===== config.mk =====
export PLATFORM = sky130hd
export DESIGN_NAME = cache_line_fill
export DESIGN_NICKNAME = d
export VERILOG_FILES = /design/src/rtl/cache_pkg.sv /design/src/rtl/cache_line_fill.sv
export SDC_FILE = /design/constraint.sdc
export NUM_CORES = 1
export LEC_CHECK = 0
export ABC_CLOCK_PERIOD_IN_PS = 1900
export CAP_MARGIN = 20
export CORE_MARGIN = 2
export CORE_UTILIZATION = 39
export DETAILED_ROUTE_END_ITERATION = 16
export PLACE_DENSITY = 0.76
export SYNTH_ARGS = -nofsm -noshare
export SYNTH_HDL_FRONTEND = slang
export SYNTH_SLANG_ARGS = --single-unit

===== constraint.sdc =====
create_clock -name clock -period 1.9 [get_ports clock]
set_input_delay 0.285 -clock clock [delete_from_list [all_inputs] [get_ports clock]]
set_output_delay 0.285 -clock clock [all_outputs]
set_load 0.01 [all_outputs]

===== src/rtl/cache_pkg.sv =====
// Shared constants for the instruction-cache line refill engine: line geometry,
// address field positions and FSM state encoding.
package cache_pkg;

   localparam int LINE_WORDS = 4;
   localparam int WORD_BITS  = 32;
   localparam int LINE_BITS  = 128;

   localparam int OFF_LSB  = 2;
   localparam int OFF_MSB  = 3;
   localparam int BASE_LSB = 4;

   localparam logic [1:0] ST_IDLE  = 2'd0;
   localparam logic [1:0] ST_FETCH = 2'd1;
   localparam logic [1:0] ST_DONE  = 2'd2;

endpackage


===== src/rtl/cache_line_fill.sv =====
// Instruction-cache line refill: fetches four 32-bit words and presents one 128-bit line.
// Define CACHE_FILL_CRITICAL_WORD_FIRST_EN for critical-word-first order and the early word path.
module cache_line_fill #(
   parameter int ADDR_W     = 32,
   parameter int LINE_WORDS = 4
) (
   input  logic                     clock,
   input  logic                     reset,
   input  logic                     miss,
   input  logic [ADDR_W-1:0]        miss_address,
   output logic                     mem_read,
   output logic [ADDR_W-1:0]        mem_addr,
   input  logic                     mem_ready,
   input  logic [31:0]              mem_data,
   output logic [LINE_WORDS*32-1:0] data_line,
   output logic                     line_valid,
   output logic [ADDR_W-1:0]        line_address,
   output logic                     busy,
   output logic                     crit_valid,
   output logic [31:0]              crit_word
);
   import cache_pkg::*;

   logic [1:0]                r_state;
   logic [1:0]                r_cnt;
   logic [ADDR_W-1:BASE_LSB]  r_base;
   logic [LINE_WORDS*32-1:0]  r_line;
   logic [ADDR_W-1:0]         r_line_addr;
   logic [1:0]                w_idx;
   logic                      w_fetch;
   logic                      w_accept;

   assign w_fetch  = (r_state == ST_FETCH);
   assign w_accept = w_fetch & mem_ready;

`ifdef CACHE_FILL_CRITICAL_WORD_FIRST_EN
   logic [1:0] r_off;
   logic [1:0] w_unused_addr;

   // The counter counts accepted words; the slot wraps around from the missed word.
   assign w_idx         = r_off + r_cnt;
   assign crit_valid    = w_accept & (r_cnt == 2'd0);
   assign crit_word     = crit_valid ? mem_data : 32'd0;
   assign w_unused_addr = miss_address[1:0];

   always_ff @(posedge clock) begin
      if (reset)
         r_off <= 2'd0;
      else if ((r_state == ST_IDLE) && miss)
         r_off <= miss_address[OFF_MSB:OFF_LSB];
   end
`else
   logic [3:0] w_unused_addr;

   assign w_idx         = r_cnt;
   assign crit_valid    = 1'b0;
   assign crit_word     = 32'd0;
   assign w_unused_addr = miss_address[OFF_MSB:0];
`endif

   always_ff @(posedge clock) begin
      if (reset) begin
         r_state     <= ST_IDLE;
         r_cnt       <= 2'd0;
         r_base      <= '0;
         r_line      <= '0;
         r_line_addr <= '0;
      end else begin
         case (r_state)
            ST_IDLE: begin
               if (miss) begin
                  r_state <= ST_FETCH;
                  r_base  <= miss_address[ADDR_W-1:BASE_LSB];
                  r_cnt   <= 2'd0;
               end
            end
            ST_FETCH: begin
               if (mem_ready) begin
                  r_line[WORD_BITS*w_idx +: WORD_BITS] <= mem_data;
                  r_cnt <= r_cnt + 2'd1;
                  // line_address only moves when the line it describes is complete
                  if (r_cnt == 2'd3) begin
                     r_state     <= ST_DONE;
                     r_line_addr <= {r_base, {BASE_LSB{1'b0}}};
                  end
               end
            end
            ST_DONE:  r_state <= ST_IDLE;
            default:  r_state <= ST_IDLE;
         endcase
      end
   end

   assign busy         = (r_state != ST_IDLE);
   assign mem_read     = w_fetch;
   assign mem_addr     = w_fetch ? {r_base, w_idx, 2'b00} : '0;
   assign line_valid   = (r_state == ST_DONE);
   assign data_line    = r_line;
   assign line_address = r_line_addr;

endmodule


; Word level (Yosys, flattened, before mapping)
; Index checks and enable logic that the tools add are counted.
[word_totals]
output_inout_bits = 228
inputBits = 68
register_bits = 188
[classes]
n_reduce_logical = 8
n_mux = 9
n_addsub = 2
n_shift = 2
eq_ne = 6
[op_table]
columns = cell, n
row1 = $bwmux 128, 1
row2 = $shift 32x34->128 const A, 1
row3 = $shiftx 32x34->128, 1
row4 = $neg 7->34, 1
row5 = $mux 32, 1
row6 = $mux 2, 5
row7 = $reduce_and 3->1, 3
row8 = $pmux 2 s2, 2
row9 = $eq 2x2->1 const B, 2
row10 = $ne 2x2->1 const B, 2
row11 = $reduce_and 2->1, 2
row12 = $reduce_bool 2->1, 2
row13 = $add 2x1->2 const B, 1
row14 = $eq 2x1->1 const B, 1
row15 = $logic_not 2->1, 1
row16 = $ne 2x1->1 const B, 1

; Logic depth before layout (Yosys ltp)
; Gate-level depths: netlist of run 1.
[depth]
ltp_word = 4
depth_mapped = 8
depth_no_buf = 5

; Least setup slack after synthesis of run 1
; OpenSTA, ideal clock, no wires.
[synth_timing]
path_type = flip-flop to flip-flop
startpoint = register r_cnt[0]
endpoint = register r_line[10], in the netlist data_line[10]
t_arrival_ps = 1739
period_less_slack_ps = 1809
stages_incl_launch_ff = 9
setup_time_ps = 70
path_slack_ps = 91
n_path_buf = 3
required_ps = 1830
cell_sequence = dfxtp_1 -> clkbuf_2 -> inv_1 -> ha_1 -> nor4bb_1 -> buf_4 -> buf_6 -> nand3_1 -> a21oi_1
[synth_via]
elab_chain_cells = 3
elab_cells_between_ends = 4
[synth_rtl]
columns = item, line
row1 = from (decl), cache_line_fill.sv:25  ; logic [1:0] r_cnt;
row2 = from (signal assigned), cache_line_fill.sv:80  ; r_cnt <= r_cnt + 2'd1;
row3 = $neg 7->34 *, cache_line_fill.sv:79  ; r_line[WORD_BITS*w_idx +: WORD_BITS] <= mem_data;
row4 = $shiftx 32x34->128 or $shift 32x34->128 (tied branches), cache_line_fill.sv:79
row5 = $bwmux 128 *, cache_line_fill.sv:79
row6 = "to (signal, indexed assignment)", cache_line_fill.sv:79
row7 = to (decl), cache_line_fill.sv:27  ; logic [LINE_WORDS*32-1:0] r_line;
; Every way passes the cells marked *; elsewhere a longest branch is shown, timed or not.
; A chain may end at the register's enable or synchronous reset.

; Worst setup path in the final report of run 1
[layout_timing]
startpoint = register r_state[1]
endpoint = output mem_addr[17]
[layout_via]
elab_chain_cells = 2
[layout_rtl]
columns = item, line
row1 = from (decl), cache_line_fill.sv:24  ; logic [1:0] r_state;
row2 = from (signal assigned), cache_line_fill.sv:63  ; r_state <= ST_IDLE;
row3 = from (signal assigned), cache_line_fill.sv:72  ; r_state <= ST_FETCH;
row4 = from (signal assigned), cache_line_fill.sv:83  ; r_state <= ST_DONE;
row5 = $eq 2x1->1, cache_line_fill.sv:33  ; assign w_fetch = (r_state == ST_FETCH);
row6 = $mux 32, cache_line_fill.sv:96  ; assign mem_addr = w_fetch ? {r_base, w_idx, 2'b00} : '0;
row7 = to (decl), cache_line_fill.sv:12  ; output logic [ADDR_W-1:0] mem_addr,
; No other way between the ends.

==> results.ini, run 1 <==
[critical_path]
endpoint_kind = output port
path_cells = and2b_2 > buf_4 > buf_16 > and2_1 > buf_2
r2r-start = r_cnt[0]
worst_setup_path_start_kind = register
ff2ff_setup_slack_ns = 0.16
slowest_stage = dfxtp_2
crit_type = register to output port
r2r_cells = 7
slowest_delay_ns = 0.32
crit_fanout = 12
reg2reg_to = data_line[11]
path_buf_inv = 3
critPathTopFamily = buffers and inverters
worstPathRequired_ns = 1.62
cp.arrival_ns = 1.55

[floorplanning]
initial_core_util_pct = 39.6
io_pins = 296
die_w_um = 142
core_mm2 = 0.0187
placementRows = 50
die_y_um = 142
die_area_mm2 = 0.0201

[routing]
drt_wl_total_um = 22800
drtAntennaViolNets = 0
viasPerCell = 5.11
drt_iter0_drc = 359
wl_per_cell_um = 16.8
drc = 0
first_pass_iters = 5
num_vias = 6939

[hold_path]
hp-class = primary input to register
min_to = r_base[17]
whs_path_depth = 3
hold_start = miss_address[17]

[logic_synthesis]
synth_area_mm2 = 0.00741
synth_flop_cell = dfxtp_1
ys_seq_area_share_pct = 50.8
yosysWarnings = 0
syn-instance-count = 880
syn-mean-instance-area_um2 = 8.42
synth_cell_type_count = 32
synth-async-reset-ratio_pct = 0
synth_edf_count = 0
synth-seq-cells = 188

[placed_design]
hpwl_um = 15600
dp_cells = 1323
gp_congestion = 0.834
port_buffers = 252

[sta]
timing.fmax_mhz = 544
period_share_pct = 96.8
final-hold-violation-count = 0
setup_viol = 0
holdWs_ns = 0.401
fin_crit_ns = 1.84
rsz0062_at_grt = true
maxSlewViolCount = 0
fin_worst_skew_ns = 0.00689
worst_slew_pin_slew_ns = 0.635
max_slew_margin_pct = 57.7

[finish]
stdcell_count = 1358
fill_cells = 1708
n_antenna_cell = 0
num-nets-final = 1184
mostFrequentLayoutCells = nand2_1 (218), clkdlybuf4s50_1 (218), dfxtp_1 (187)
layout-drive-gt1-share_pct = 9.52
synthToLayoutAreaGrowth_pct = 42.8

[power_and_ir_drop]
vdd_drop_max_uv = 618
p_leak_nw = 3.85
power_density_mw_per_mm2 = 812

[clocking]
cts_buffers = 17
holdBufCountCts = 0
clkTransAtPathRegs_ns = 0.07
cts_tree = built
clockRootBuffer = clkbuf_16
cts_buffer_depth = 2
htreeDepth = 4
cts.sinks = 188
clk_latency_ns = 0.43

[global_routing]
grt_pass1_wl_um = 35100
grt_pass1_vias = 6318
overflow = 0
antenna_found_initial = 0
grt_max_degree = 99
grtUsageTotal_pct = 22.3

[run_status]
status = finished clean

[job]
drv_cap = 0

power by group:
group          leakage [nW]  internal, mW  switching [mW]
combinational          2.02         0.324           0.433
sequential             1.52          4.00          0.0388
clock                 0.310          2.22            1.57
total                  3.85          6.54            2.04
cells in the mapped netlist (4+ instances only):
master | number | area [um^2]
buf_2 | 10 | 50.1
o21ai_0 | 7 | 35.0
a21oi_1 | 154 | 771
and4b_1 | 4 | 40.0
nand3_1 | 108 | 541
a32o_1 | 23 | 230
buf_6 | 11 | 124
dfxtp_1 | 188 | 3760
clkbuf_1 | 39 | 146
nand2_1 | 218 | 818
nor2_1 | 4 | 15.0
and2_1 | 30 | 188
buf_4 | 54 | 405
ha_1 | 5 | 62.6
metrics by stage:
step	util (%)	TNS [ns]	total power, mW	area [um^2]	worst slack [ns]
5_1_grt	56.6	-0.0781	8.91	10600	-0.0142
4_1_cts	56.6	0	8.66	10600	0.0465
3_3_place_gp	53.7	0	4.88	10100	0.0289
3_5_place_dp	53.7	-0.708	4.89	10100	-0.0326
2_1_floorplan	-	0	4.55	7550	0.0909
6_report	56.6	0	8.59	10600	0.0617
area by class of cell:
| type | instances | area (um^2) | share of cell area (%) |
|---|---|---|---|
| timing repair buffer | 290 | 2830 | 26.7 |
| clock inverter | 14 | 191 | 1.81 |
| tap | 234 | 293 | 2.77 |
| sequential | 188 | 3760 | 35.6 |
| multi-input combinational | 611 | 3070 | 29.0 |
| clock buffer | 18 | 429 | 4.06 |
| inverter | 3 | 11.3 | 0.106 |
worst reg2reg max path: cells and delay by family, from the launching register on:
family	cells	cell delay, ns
adder cells (fa/ha/maj)	1	0.26
flip-flops	1	0.31
AO/OA/AOI/OAI	1	0.16
AND/OR/NAND/NOR	2	0.50
buffers and inverters	3	0.44
timing repair:
action                     CTS  global route
buffers inserted             2             0
resized for setup          111             2
gates cloned                 1             0
pin swaps                    0             0
setup endpoints to repair   33            11
layer usage:
layer	GRT usage, %	vias up	wire, um	share of wire [%]
met4	6.95	0	566	2.5
li1	-	3354	-	-
met1	27.9	3235	9350	41
met3	7.39	44	1880	8.3
met5	0	-	0	0
met2	36.5	306	11000	48
cell families (layout without fill, tap and decap cells):
group / count (synthesis) / after routing / share of synthesized area, %
AND/OR/NAND/NOR: 380 / 380 / 24.0
flip-flops: 188 / 188 / 50.8
AO/OA/AOI/OAI: 187 / 187 / 14.2
buffers and inverters: 119 / 325 / 10.1
adder cells (fa/ha/maj): 5 / 5 / 0.844
other: 1 / 39 / 0.0506
how the worst max path moves through the flow:
| stage | from | endpoint | slack [ns] | cells past startpoint |
|---|---|---|---|---|
| 3_5_place_dp | mem_ready | data_line[110] | -0.03 | 5 |
| 3_3_place_gp | mem_ready | data_line[105] | 0.03 | 5 |
| 5_1_grt | r_state[1] | mem_addr[27] | -0.01 | 5 |
| 2_1_floorplan | r_cnt[0] | data_line[10] | 0.09 | 8 |
| 4_1_cts | r_state[1] | mem_addr[4] | 0.05 | 4 |
| 6_report | r_state[1] | mem_addr[17] | 0.06 | 5 |
registers in the layout, summed over array words and instances (netlist names):
| name | count |
|---|---|
| line_address | 28 |
| data_line | 128 |
| r_base | 28 |
| r_cnt | 2 |
| r_state | 2 |
Power figures use the tool's default switching activity.
==> inputs of run 2 (changes only) <==
--- a/config.mk
+++ b/config.mk
@@ -5,12 +5,13 @@
 export SDC_FILE = /design/constraint.sdc
 export NUM_CORES = 1
 export LEC_CHECK = 0
-export ABC_CLOCK_PERIOD_IN_PS = 1900
+export ABC_CLOCK_PERIOD_IN_PS = 2100
 export CAP_MARGIN = 20
 export CORE_MARGIN = 2
-export CORE_UTILIZATION = 39
+export CORE_UTILIZATION = 43
+export CTS_CLUSTER_SIZE = 8
 export DETAILED_ROUTE_END_ITERATION = 16
-export PLACE_DENSITY = 0.76
+export PLACE_DENSITY = 0.8
 export SYNTH_ARGS = -nofsm -noshare
 export SYNTH_HDL_FRONTEND = slang
 export SYNTH_SLANG_ARGS = --single-unit
==> constraint.sdc (replaced) <==
create_clock -name clock -period 2.1 [get_ports clock]
set_input_delay 0.315 -clock clock [delete_from_list [all_inputs] [get_ports clock]]
set_output_delay 0.315 -clock clock [all_outputs]
set_load 0.01 [all_outputs]
==> results.ini, run 2 (synthesis results as in run 1) <==
[power_and_ir_drop]
power_density_mw_per_mm2 = 751
vdd_drop_max_uv = 551
p_sw_share_pct = 22.6
internal_power_mw = 6.18
pwr-share-comb_pct = 8.4
seqPwrFrac_pct = 45.8
p_sw_mw = 1.81
p_clk_share_pct = 45.9
p_leak_nw = 3.89

[finish]
synthToLayoutAreaGrowth_pct = 43.6
mostFrequentLayoutCells = clkdlybuf4s50_1 (221), nand2_1 (218), dfxtp_1 (188)
layout_commonest_cell = clkdlybuf4s50_1
largest_reg_flops = 128
stdcell_area_mm2 = 0.0106
fill_cells = 1519
n_antenna_cell = 0
num-nets-final = 1179
layout-drive-gt1-share_pct = 6.62

[floorplanning]
placementRows = 48
die_area_mm2 = 0.0183
io_pins = 296
die_w_um = 135
core_mm2 = 0.0171
initial_core_util_pct = 43.4
die_y_um = 135

[routing]
drtAntennaViolNets = 0
drc = 0
wl_per_cell_um = 17.0
drt_iter0_drc = 401
drt_wl_total_um = 22800
num_vias = 7043
viasPerCell = 5.24
first_pass_iters = 6

[clocking]
cts.sinks = 188
cts_buffers = 17
clockRootBuffer = clkbuf_16
holdBufCountCts = 0
htreeDepth = 4
cts_buffer_depth = 2
cts_tree = built
clk_latency_ns = 0.42
clkTransAtPathRegs_ns = 0.07

[sta]
fin_worst_skew_ns = 0.00735
timing.fmax_mhz = 491
max_slew_margin_pct = 58.6
fin_crit_ns = 2.04
period_share_pct = 97.0
fin_setup_tns_ns = 0
rsz0062_at_grt = false
maxSlewViolCount = 0
worst_slew_pin_slew_ns = 0.621
final-hold-violation-count = 0
setup_viol = 0

[run_status]
status = finished clean

[critical_path]
worst_setup_path_start_kind = register
worstPathRequired_ns = 1.78
ff2ff_setup_slack_ns = 0.24
slowest_delay_ns = 0.55
slowest_stage = clkdlybuf4s50_1
crit_fanout = 24
path_cells = and2b_2 > buf_12 > clkdlybuf4s50_1
endpoint_kind = output port
cp.arrival_ns = 1.72
crit_type = register to output port

[placed_design]
port_buffers = 252
placed_area_mm2 = 0.00999
gp_congestion = 0.773
hpwl_um = 15500

[global_routing]
grt_pass1_wl_um = 34700
overflow = 0
grt_max_degree = 136
antenna_found_initial = 0
grt_pass1_vias = 6455
grtUsageTotal_pct = 24.3

[job]
drv_cap = 0

[hold_path]
hp-class = primary input to register

==> run 2: changes by cell type in the layout (fill, tap and decap cells not counted), sizes merged, moves of 2 or more <==
cell           before  now
buf                63   34
bufinv              4    6
clkdlybuf4s50     218  221
clkinv              7    1
dlygate4sd2         6   29
==> run 2: metrics by stage <==
step,util [%],instances,worst slack [ns],power (mW),hold slack [ns]
4_1_cts,62.4,1343,0.0206,8.06,0.254
3_5_place_dp,58.6,1311,0.166,4.41,0.443
6_report,62.4,1343,0.0627,7.99,0.276
5_1_grt,62.4,1343,0.00512,8.28,0.262
3_3_place_gp,58.6,1311,0.225,4.40,0.437
2_1_floorplan,-,918,0.291,4.12,0.441
==> run 2: cell type report <==
type | instances | area [um^2] | area share (%)
Sequential cell | 188 | 3760 | 35.4
Multi-Input combinational cell | 611 | 3070 | 28.8
Timing Repair Buffer | 285 | 2850 | 26.7
Clock buffer | 19 | 443 | 4.16
Tap cell | 225 | 282 | 2.65
Clock inverter | 12 | 230 | 2.16
Inverter | 3 | 11.3 | 0.106
==> run 2: per-layer routing <==
layer | GRT usage (%) | wire, um | vias to the layer above
met3 | 8.34 | 2320 | 34
met2 | 39.6 | 11000 | 356
met4 | 10.2 | 560 | 0
li1 | - | - | 3341
met1 | 29.3 | 8880 | 3312
met5 | 0 | 0 | -
==> run 2: power by group through the flow <==
| stage | registers (mW) | logic [mW] | clock network (mW) |
|---|---|---|---|
| finish | 3.66 | 0.668 | 3.67 |
| global route | 3.66 | 0.720 | 3.90 |
| CTS | 3.66 | 0.666 | 3.74 |
| detailed placement | 3.74 | 0.670 | 0 |
| global placement | 3.74 | 0.664 | 0 |
| floorplan | 3.75 | 0.374 | 0 |
==> run 2: final timing paths <==
path,endpoint,from,cells past startpoint
setup reg to reg,data_line[71],r_cnt[0],6
setup / recovery,mem_read,r_state[1],3
hold / removal,line_address[19],reset,2
hold reg to reg,data_line[49],data_line[49],2
==> run 2: repair_timing <==
item / in CTS / in global routing
cloned: 0 / 0
setup buffers: 1 / 0
gates resized for setup: 30 / 1
endpoints found under the setup margin: 31 / 1
==> run 2: worst max-delay path: cells and delay by family (launching register included) <==
kind / cells / cell delay, ns
buffers and inverters: 2 / 0.71
AND/OR/NAND/NOR: 1 / 0.27
flip-flops: 1 / 0.32
